<file path="src/rtl/instruction_encode_loader_if.sv">
// instruction_encode_loader_if: field-bundle input and single-beat memory write port
interface instruction_encode_loader_if;
    logic        in_valid;
    logic        in_ready;
    logic [6:0]  in_opcode;
    logic [4:0]  in_rd;
    logic [4:0]  in_rs1;
    logic [4:0]  in_rs2;
    logic [2:0]  in_funct3;
    logic [6:0]  in_funct7;
    logic [31:0] in_imm;
    logic        mem_we;
    logic        mem_ready;
    logic [31:0] mem_addr;
    logic [31:0] mem_wdata;
    modport master (
        output in_valid, in_opcode, in_rd, in_rs1, in_rs2, in_funct3, in_funct7, in_imm, mem_ready,
        input  in_ready, mem_we, mem_addr, mem_wdata
    );
    modport slave (
        input  in_valid, in_opcode, in_rd, in_rs1, in_rs2, in_funct3, in_funct7, in_imm, mem_ready,
        output in_ready, mem_we, mem_addr, mem_wdata
    );
endinterface

</file>
<file path="src/rtl/instruction_encode_loader.sv">
// instruction_encode_loader: encodes RV32I fields into words and writes them sequentially to memory
module instruction_encode_loader #(
    parameter logic [31:0] BASE_ADDR   = 32'h0000_1000,
    parameter int          DEPTH_WORDS = 1024,
    localparam int         CW          = $clog2(DEPTH_WORDS + 1)
) (
    input  logic                       clk,
    input  logic                       reset,
    instruction_encode_loader_if.slave bus,
    input  logic                       restart,
    output logic [CW-1:0]              count,
    output logic                       full,
    output logic                       err,
    output logic [1:0]                 err_code
);
    localparam logic [6:0] OP_R      = 7'b0110011;
    localparam logic [6:0] OP_IMM    = 7'b0010011;
    localparam logic [6:0] OP_LOAD   = 7'b0000011;
    localparam logic [6:0] OP_JALR   = 7'b1100111;
    localparam logic [6:0] OP_STORE  = 7'b0100011;
    localparam logic [6:0] OP_BRANCH = 7'b1100011;
    localparam logic [6:0] OP_LUI    = 7'b0110111;
    localparam logic [6:0] OP_AUIPC  = 7'b0010111;
    localparam logic [6:0] OP_JAL    = 7'b1101111;

    typedef enum logic {IDLE, WRITE} state_t;

    state_t        state_q, state_d;
    logic [31:0]   addr_q, addr_d;
    logic [31:0]   wdata_q, wdata_d;
    logic [CW-1:0] count_q, count_d;
    logic          err_q, err_d;
    logic [1:0]    code_q, code_d;
    logic          pend_q, pend_d;

    logic [6:0]  op;
    logic [4:0]  rd, rs1, rs2;
    logic [2:0]  f3;
    logic [6:0]  f7;
    logic [31:0] imm;
    logic [31:0] enc;
    logic        legal, in_range;
    logic        i_ok, sh_ok, b_ok, j_ok, is_shift;
    logic        hs;

    assign op  = bus.in_opcode;
    assign rd  = bus.in_rd;
    assign rs1 = bus.in_rs1;
    assign rs2 = bus.in_rs2;
    assign f3  = bus.in_funct3;
    assign f7  = bus.in_funct7;
    assign imm = bus.in_imm;

    // Immediate must be representable after sign-extension from the field width
    assign i_ok     = &imm[31:11] | ~|imm[31:11];
    assign sh_ok    = ~|imm[31:5];
    assign b_ok     = !imm[0] && (&imm[31:12] | ~|imm[31:12]);
    assign j_ok     = !imm[0] && (&imm[31:20] | ~|imm[31:20]);
    assign is_shift = (f3 == 3'b001) || (f3 == 3'b101);

    always_comb begin
        enc      = '0;
        legal    = 1'b1;
        in_range = 1'b1;
        case (op)
            OP_R: enc = {f7, rs2, rs1, f3, rd, op};
            OP_IMM: begin
                enc      = is_shift ? {f7, imm[4:0], rs1, f3, rd, op} : {imm[11:0], rs1, f3, rd, op};
                in_range = is_shift ? sh_ok : i_ok;
            end
            OP_LOAD, OP_JALR: begin
                enc      = {imm[11:0], rs1, f3, rd, op};
                in_range = i_ok;
            end
            OP_STORE: begin
                enc      = {imm[11:5], rs2, rs1, f3, imm[4:0], op};
                in_range = i_ok;
            end
            OP_BRANCH: begin
                enc      = {imm[12], imm[10:5], rs2, rs1, f3, imm[4:1], imm[11], op};
                in_range = b_ok;
            end
            OP_LUI, OP_AUIPC: enc = {imm[31:12], rd, op};
            OP_JAL: begin
                enc      = {imm[20], imm[10:1], imm[11], imm[19:12], rd, op};
                in_range = j_ok;
            end
            default: legal = 1'b0;
        endcase
    end

    assign full         = count_q == CW'(DEPTH_WORDS);
    assign bus.in_ready = (state_q == IDLE) && !full && !restart;
    assign hs           = bus.in_valid && bus.in_ready;

    always_comb begin
        state_d = state_q;
        addr_d  = addr_q;
        wdata_d = wdata_q;
        count_d = count_q;
        err_d   = err_q;
        code_d  = code_q;
        pend_d  = pend_q;
        if (state_q == IDLE) begin
            if (restart) begin
                addr_d  = BASE_ADDR;
                count_d = '0;
                err_d   = 1'b0;
                code_d  = 2'b00;
            end else if (hs && legal && in_range) begin
                wdata_d = enc;
                state_d = WRITE;
            end else if (hs && !err_q) begin
                err_d  = 1'b1;
                code_d = legal ? 2'b10 : 2'b01;
            end
        end else begin
            pend_d = pend_q | restart;
            // A restart seen during the write lets it finish, then discards the session
            if (bus.mem_ready) begin
                state_d = IDLE;
                pend_d  = 1'b0;
                if (pend_q || restart) begin
                    addr_d  = BASE_ADDR;
                    count_d = '0;
                    err_d   = 1'b0;
                    code_d  = 2'b00;
                end else begin
                    addr_d  = addr_q + 32'd4;
                    count_d = count_q + CW'(1);
                end
            end
        end
    end

    always_ff @(posedge clk) begin
        if (reset) begin
            state_q <= IDLE;
            addr_q  <= BASE_ADDR;
            wdata_q <= '0;
            count_q <= '0;
            err_q   <= 1'b0;
            code_q  <= 2'b00;
            pend_q  <= 1'b0;
        end else begin
            state_q <= state_d;
            addr_q  <= addr_d;
            wdata_q <= wdata_d;
            count_q <= count_d;
            err_q   <= err_d;
            code_q  <= code_d;
            pend_q  <= pend_d;
        end
    end

    assign bus.mem_we    = state_q == WRITE;
    assign bus.mem_addr  = addr_q;
    assign bus.mem_wdata = wdata_q;
    assign count         = count_q;
    assign err           = err_q;
    assign err_code      = code_q;
endmodule

</file>
<file path="src/flat_wrapper.sv">
// flat-port wrapper written by rule: the top's interface ports become plain ports
module instruction_encode_loader_flat 
#(
    parameter logic [31:0] BASE_ADDR   = 32'h0000_1000,
    parameter int          DEPTH_WORDS = 1024,
    localparam int         CW          = $clog2(DEPTH_WORDS + 1)
)
  (clk, reset, restart, count, full, err, err_code, bus_in_valid, bus_in_opcode, bus_in_rd, bus_in_rs1, bus_in_rs2, bus_in_funct3, bus_in_funct7, bus_in_imm, bus_mem_ready, bus_in_ready, bus_mem_we, bus_mem_addr, bus_mem_wdata);
  instruction_encode_loader_if bus_i ();
  input  logic clk;
  input  logic reset;
  input  logic restart;
  output logic [CW-1:0] count;
  output logic full;
  output logic err;
  output logic [1:0] err_code;
  input wire logic [$bits(bus_i.in_valid)-1:0] bus_in_valid;
  input wire logic [$bits(bus_i.in_opcode)-1:0] bus_in_opcode;
  input wire logic [$bits(bus_i.in_rd)-1:0] bus_in_rd;
  input wire logic [$bits(bus_i.in_rs1)-1:0] bus_in_rs1;
  input wire logic [$bits(bus_i.in_rs2)-1:0] bus_in_rs2;
  input wire logic [$bits(bus_i.in_funct3)-1:0] bus_in_funct3;
  input wire logic [$bits(bus_i.in_funct7)-1:0] bus_in_funct7;
  input wire logic [$bits(bus_i.in_imm)-1:0] bus_in_imm;
  input wire logic [$bits(bus_i.mem_ready)-1:0] bus_mem_ready;
  output wire logic [$bits(bus_i.in_ready)-1:0] bus_in_ready;
  output wire logic [$bits(bus_i.mem_we)-1:0] bus_mem_we;
  output wire logic [$bits(bus_i.mem_addr)-1:0] bus_mem_addr;
  output wire logic [$bits(bus_i.mem_wdata)-1:0] bus_mem_wdata;
  assign bus_i.in_valid = bus_in_valid;
  assign bus_i.in_opcode = bus_in_opcode;
  assign bus_i.in_rd = bus_in_rd;
  assign bus_i.in_rs1 = bus_in_rs1;
  assign bus_i.in_rs2 = bus_in_rs2;
  assign bus_i.in_funct3 = bus_in_funct3;
  assign bus_i.in_funct7 = bus_in_funct7;
  assign bus_i.in_imm = bus_in_imm;
  assign bus_i.mem_ready = bus_mem_ready;
  assign bus_in_ready = bus_i.in_ready;
  assign bus_mem_we = bus_i.mem_we;
  assign bus_mem_addr = bus_i.mem_addr;
  assign bus_mem_wdata = bus_i.mem_wdata;
  instruction_encode_loader #(.BASE_ADDR(BASE_ADDR), .DEPTH_WORDS(DEPTH_WORDS)) u_core (.clk(clk), .reset(reset), .bus(bus_i), .restart(restart), .count(count), .full(full), .err(err), .err_code(err_code));
endmodule
</file>
<file path="config.mk">
export PLATFORM = sky130hd
export DESIGN_NAME = instruction_encode_loader_flat
export DESIGN_NICKNAME = d
export VERILOG_FILES = /design/src/rtl/instruction_encode_loader_if.sv /design/src/rtl/instruction_encode_loader.sv /design/src/flat_wrapper.sv
export SDC_FILE = /design/constraint.sdc
export NUM_CORES = 1
export LEC_CHECK = 0
export ABC_CLOCK_PERIOD_IN_PS = 2850
export CAP_MARGIN = 20
export CORE_MARGIN = 4
export CORE_UTILIZATION = 35
export DETAILED_ROUTE_END_ITERATION = 8
export PLACE_DENSITY = 0.66
export SYNTH_ARGS = -nofsm -noshare
export SYNTH_HDL_FRONTEND = slang
export SYNTH_SLANG_ARGS = --single-unit
</file>
<file path="constraint.sdc">
create_clock -name clk -period 2.85 [get_ports clk]
set_clock_uncertainty 0.1 [all_clocks]
set_input_delay 0.4275 -clock clk [delete_from_list [all_inputs] [get_ports clk]]
set_output_delay 0.4275 -clock clk [all_outputs]
set_load 0.02 [all_outputs]
</file>
==> impl_metrics.toml <==
[place]
globalplace.congestion = 0.8861
place.port_buffers = 147
hpwl_reported_at_the_end_of_detailed_placement_mm = 11.30
placed_cells = 804

[worst_setup_path]
r2r_end = "u_core.err_code[1]"
cp-end-kind = "flop"
worstRegToRegCells = 8
worst_ep_required_time_ps = 3030
reg_to_reg_slack_setup_ps = 340
r2r_start = "u_core.count[2]"
critPathArrivalTime_ps = 2920
timing.setup.critical_path_class = "input port to flop"
critical_path.cell_chain = "clkdlybuf4s50_1 -> nor2b_1 -> buf_4 -> o2bb2ai_1 -> a21oi_2 -> o311ai_2 -> buf_4 -> o31a_2 -> or4b_2 -> nand2_1"
critPathMostFrequentCell = "sky130_fd_sc_hd__buf_4"
delay_contributed_by_the_slowest_stage_of_the_critical_path_ps = 640
critical-path-slowest-cell = "sky130_fd_sc_hd__or4b_2"
critical_path.max_fanout = 4
setup.worst_path.start_class = "input port"

[logic_synthesis]
fraction_of_the_mapped_netlist_area_in_compound_gates = 0.1945
post_synth_and_or_nand_nor_area_fraction = 0.2803
post_synth_mux_area_share = 0.01356
ys_seq_elements = 78
synth_largest_area_cell = "sky130_fd_sc_hd__dfxtp_1"
synth_edf_count = 0
yosys.area_share.xor_xnor = 0.06620
part_of_the_yosys_area_used_for_sequential_elements = 0.3934
post_synth_instance_area_sq_um = 3969
synth_async_sr_flop_share = 0
postSynthCellCount = 480
synth_most_common_cell = "sky130_fd_sc_hd__nor2_1"
number_of_distinct_library_cells_after_synthesis = 58
synth_top_family_by_area = "simple AND/OR/NAND/NOR gates"
synth_area_leaders = "sky130_fd_sc_hd__dfxtp_1 39%, sky130_fd_sc_hd__nor2_1 8.9%, sky130_fd_sc_hd__xor2_1 5.3%"
synthDominantCellAreaShare = 0.3934
synth_adder_area_share = 0.009458
yosysWarningCount = 0
synthesis.area_per_instance_sq_um = 8.268
dominantRegCellSynth = "sky130_fd_sc_hd__dfxtp_1"
synth_commonest_cells = "94 x sky130_fd_sc_hd__nor2_1, 78 x sky130_fd_sc_hd__dfxtp_1, 36 x sky130_fd_sc_hd__nand2_1"

[clocking]
cts_hold_buffers = 0
number_of_clock_buffers_inserted_by_tritoncts = 9
cts-root-buf = "sky130_fd_sc_hd__clkbuf_16"
htree_num_levels = 3
clkSlewWorstSetupHoldPaths_ps = 60
max-clock-path-buffers = 2
cts_tree = "built"
clock_insertion_delay_worst_skew_ps = 340
cts_num_sinks = 78

[route]
route.detailed.vias_per_inst = 5.469
wl_mm = 14.90
routed-via-count = 4528
drt_drc_violations_left = 0
routed_wire_length_per_instance_um = 18.00
postRouteAntennaNets = 0
detail_route.iter0.violations = 325
router_iterations_before_antenna_repair = 5

[sta]
hold_viol = 0
final-max-slew-violation-count = 0
timing_worst_slew_pin_value_ps = 683.5
totalNegativeSetupSlack_ps = 0
worst_slew_margin_rel = 0.5443
final.hold.worst_slack_ps = 296.4
period_minus_slack_ps = 2742
max_freq_mhz = 364.7
final-setup-viol-count = 0
final_clock_period_utilization_by_the_worst_path = 0.9620

[grt]
grt_start_max_net_pins = 40
grt_pass1_wl_mm = 22.57
global_route.usage.total = 0.2178
via_count_of_the_first_global_routing_pass = 4277
globalRoute.totalOverflow = 0
grt_antenna_before_repair = 0

[floorplan]
dieArea_sq_um = 13110
core_region_area_sq_um = 10980
die_y_um = 114.5
floorplan.initialDensity = 0.3614
std_cell_rows = 38
ioPinCount = 150
die_x_um = 114.5

[power_and_ir_drop]
ir_drop_uv = 225.0
power_per_cell_area_nw_per_um2 = 406.8
p_switching_uw = 645.6
design_power_total_mw = 2.655
p_leak_nw = 2.499
share_clk_of_total_power = 0.458
sw_frac_of_total = 0.2431
power_frac_seq = 0.417
p_comb_frac = 0.125
p_int_mw = 2.010

[worst_hold_path]
hold_path_startpoint = "reset"
holdPathStages = 2
worstHoldEndpoint = "u_core.count[10]"
classification_of_the_worst_slack_hold_path = "input port to flop"

[cells_and_area]
antenna-diode-count = 0
post_layout_nonfiller_instances = 828
fin_nets = 755
seqCellArea_sq_um = 1562
final_util = 0.5943
nFillCells = 1004
drive_above_1_share = 0.1657
area_delta_synth_final_pct = 64.47
multiInputGateArea_sq_um = 2341

[job]
maxCapViolations = 0

[outcome]
outcome = "finished clean"
## worst max-delay path: cells and delay by family
kind                   cells  cell delay (ps)
AOI/OAI and AO/OA          4              790
buffers and inverters      3              820
and+or+nand+nor            3              870
## layout by cell type (no fill, tap or decap), types with 10 or more instances in the layout
cell type / count
sky130_fd_sc_hd__dlymetal6s2s_1: 15
sky130_fd_sc_hd__nor3_1: 18
sky130_fd_sc_hd__nand2_1: 36
sky130_fd_sc_hd__a221oi_1: 15
sky130_fd_sc_hd__buf_4: 63
sky130_fd_sc_hd__nor2_1: 93
sky130_fd_sc_hd__xor2_1: 24
sky130_fd_sc_hd__a21oi_1: 20
sky130_fd_sc_hd__nand3_1: 19
sky130_fd_sc_hd__clkdlybuf4s50_1: 130
sky130_fd_sc_hd__dfxtp_1: 78
sky130_fd_sc_hd__and3_1: 10
sky130_fd_sc_hd__clkbuf_16: 12
sky130_fd_sc_hd__nand4_1: 16
## worst max-delay path by stage
stage                          start                 endpoint  slack, ps  cells past startpoint
floorplan            u_core.count[0]  u_core.bus.mem_wdata[2]         50                     10
global placement    bus_in_opcode[5]       u_core.err_code[0]       -510                     10
detailed placement  bus_in_opcode[5]       u_core.err_code[0]       -530                     10
CTS                   bus_in_imm[29]  u_core.bus.mem_wdata[2]         10                      9
global route        bus_in_opcode[3]       u_core.err_code[1]        -10                     10
finish              bus_in_funct3[0]       u_core.err_code[1]        110                     10
## registers in the layout, summed over array words and instances (netlist names)
| register | flops |
|---|---|
| u_core.err | 1 |
| u_core.err_code | 2 |
| u_core.bus.mem_wdata | 32 |
| u_core.bus.mem_we | 1 |
| u_core.count | 11 |
| u_core.pend_q | 1 |
| u_core.bus.mem_addr | 30 |
## cell families after synthesis
family / count (synthesis)
mux: 5
simple gates: 233
compound gates: 98
xor+xnor: 30
flops: 78
other cells: 1
buf+inv: 32
fa+ha+maj: 3
## layout make-up
class / count / share of cell area
sequential: 78 / 0.2392
clock buffer: 11 / 0.03872
multi-input combinational: 372 / 0.3586
clock inverter: 5 / 0.009776
tap: 140 / 0.02684
inverter: 4 / 0.002300
timing repair buffer: 218 / 0.3245
## metrics by stage
| step | setup WS (ps) | instance area (sq um) |
|---|---|---|
| floorplan | 47.92 | 3973 |
| global placement | -513.0 | 5971 |
| detailed placement | -528.8 | 5971 |
| CTS | 10.83 | 6321 |
| global route | -9.695 | 6528 |
| finish | 108.2 | 6528 |
## routing by layer
layer / vias to the layer above / GRT usage / share of wire
li1: 2160 / - / -
met1: 2141 / 0.2749 / 0.42
met2: 193 / 0.3586 / 0.48
met3: 34 / 0.04545 / 0.077
met4: 0 / 0.09343 / 0.030
met5: - / 0 / 0
## power groups by stage
stage               logic [mW]  clock network, mW  registers (mW)
floorplan               0.0993                  0            1.14
global placement         0.320                  0            1.13
detailed placement       0.319                  0            1.13
CTS                      0.322               1.24            1.11
global route             0.352               1.28            1.11
finish                   0.333               1.22            1.11
## what timing repair did
action | in CTS | in global routing
setup buffers | 0 | 3
endpoints found under the setup margin | 22 | 30
resized for setup | 5 | 28
gates cloned | 0 | 5
pin swaps | 2 | 7
No activity file was read; power rests on OpenSTA's default activity.
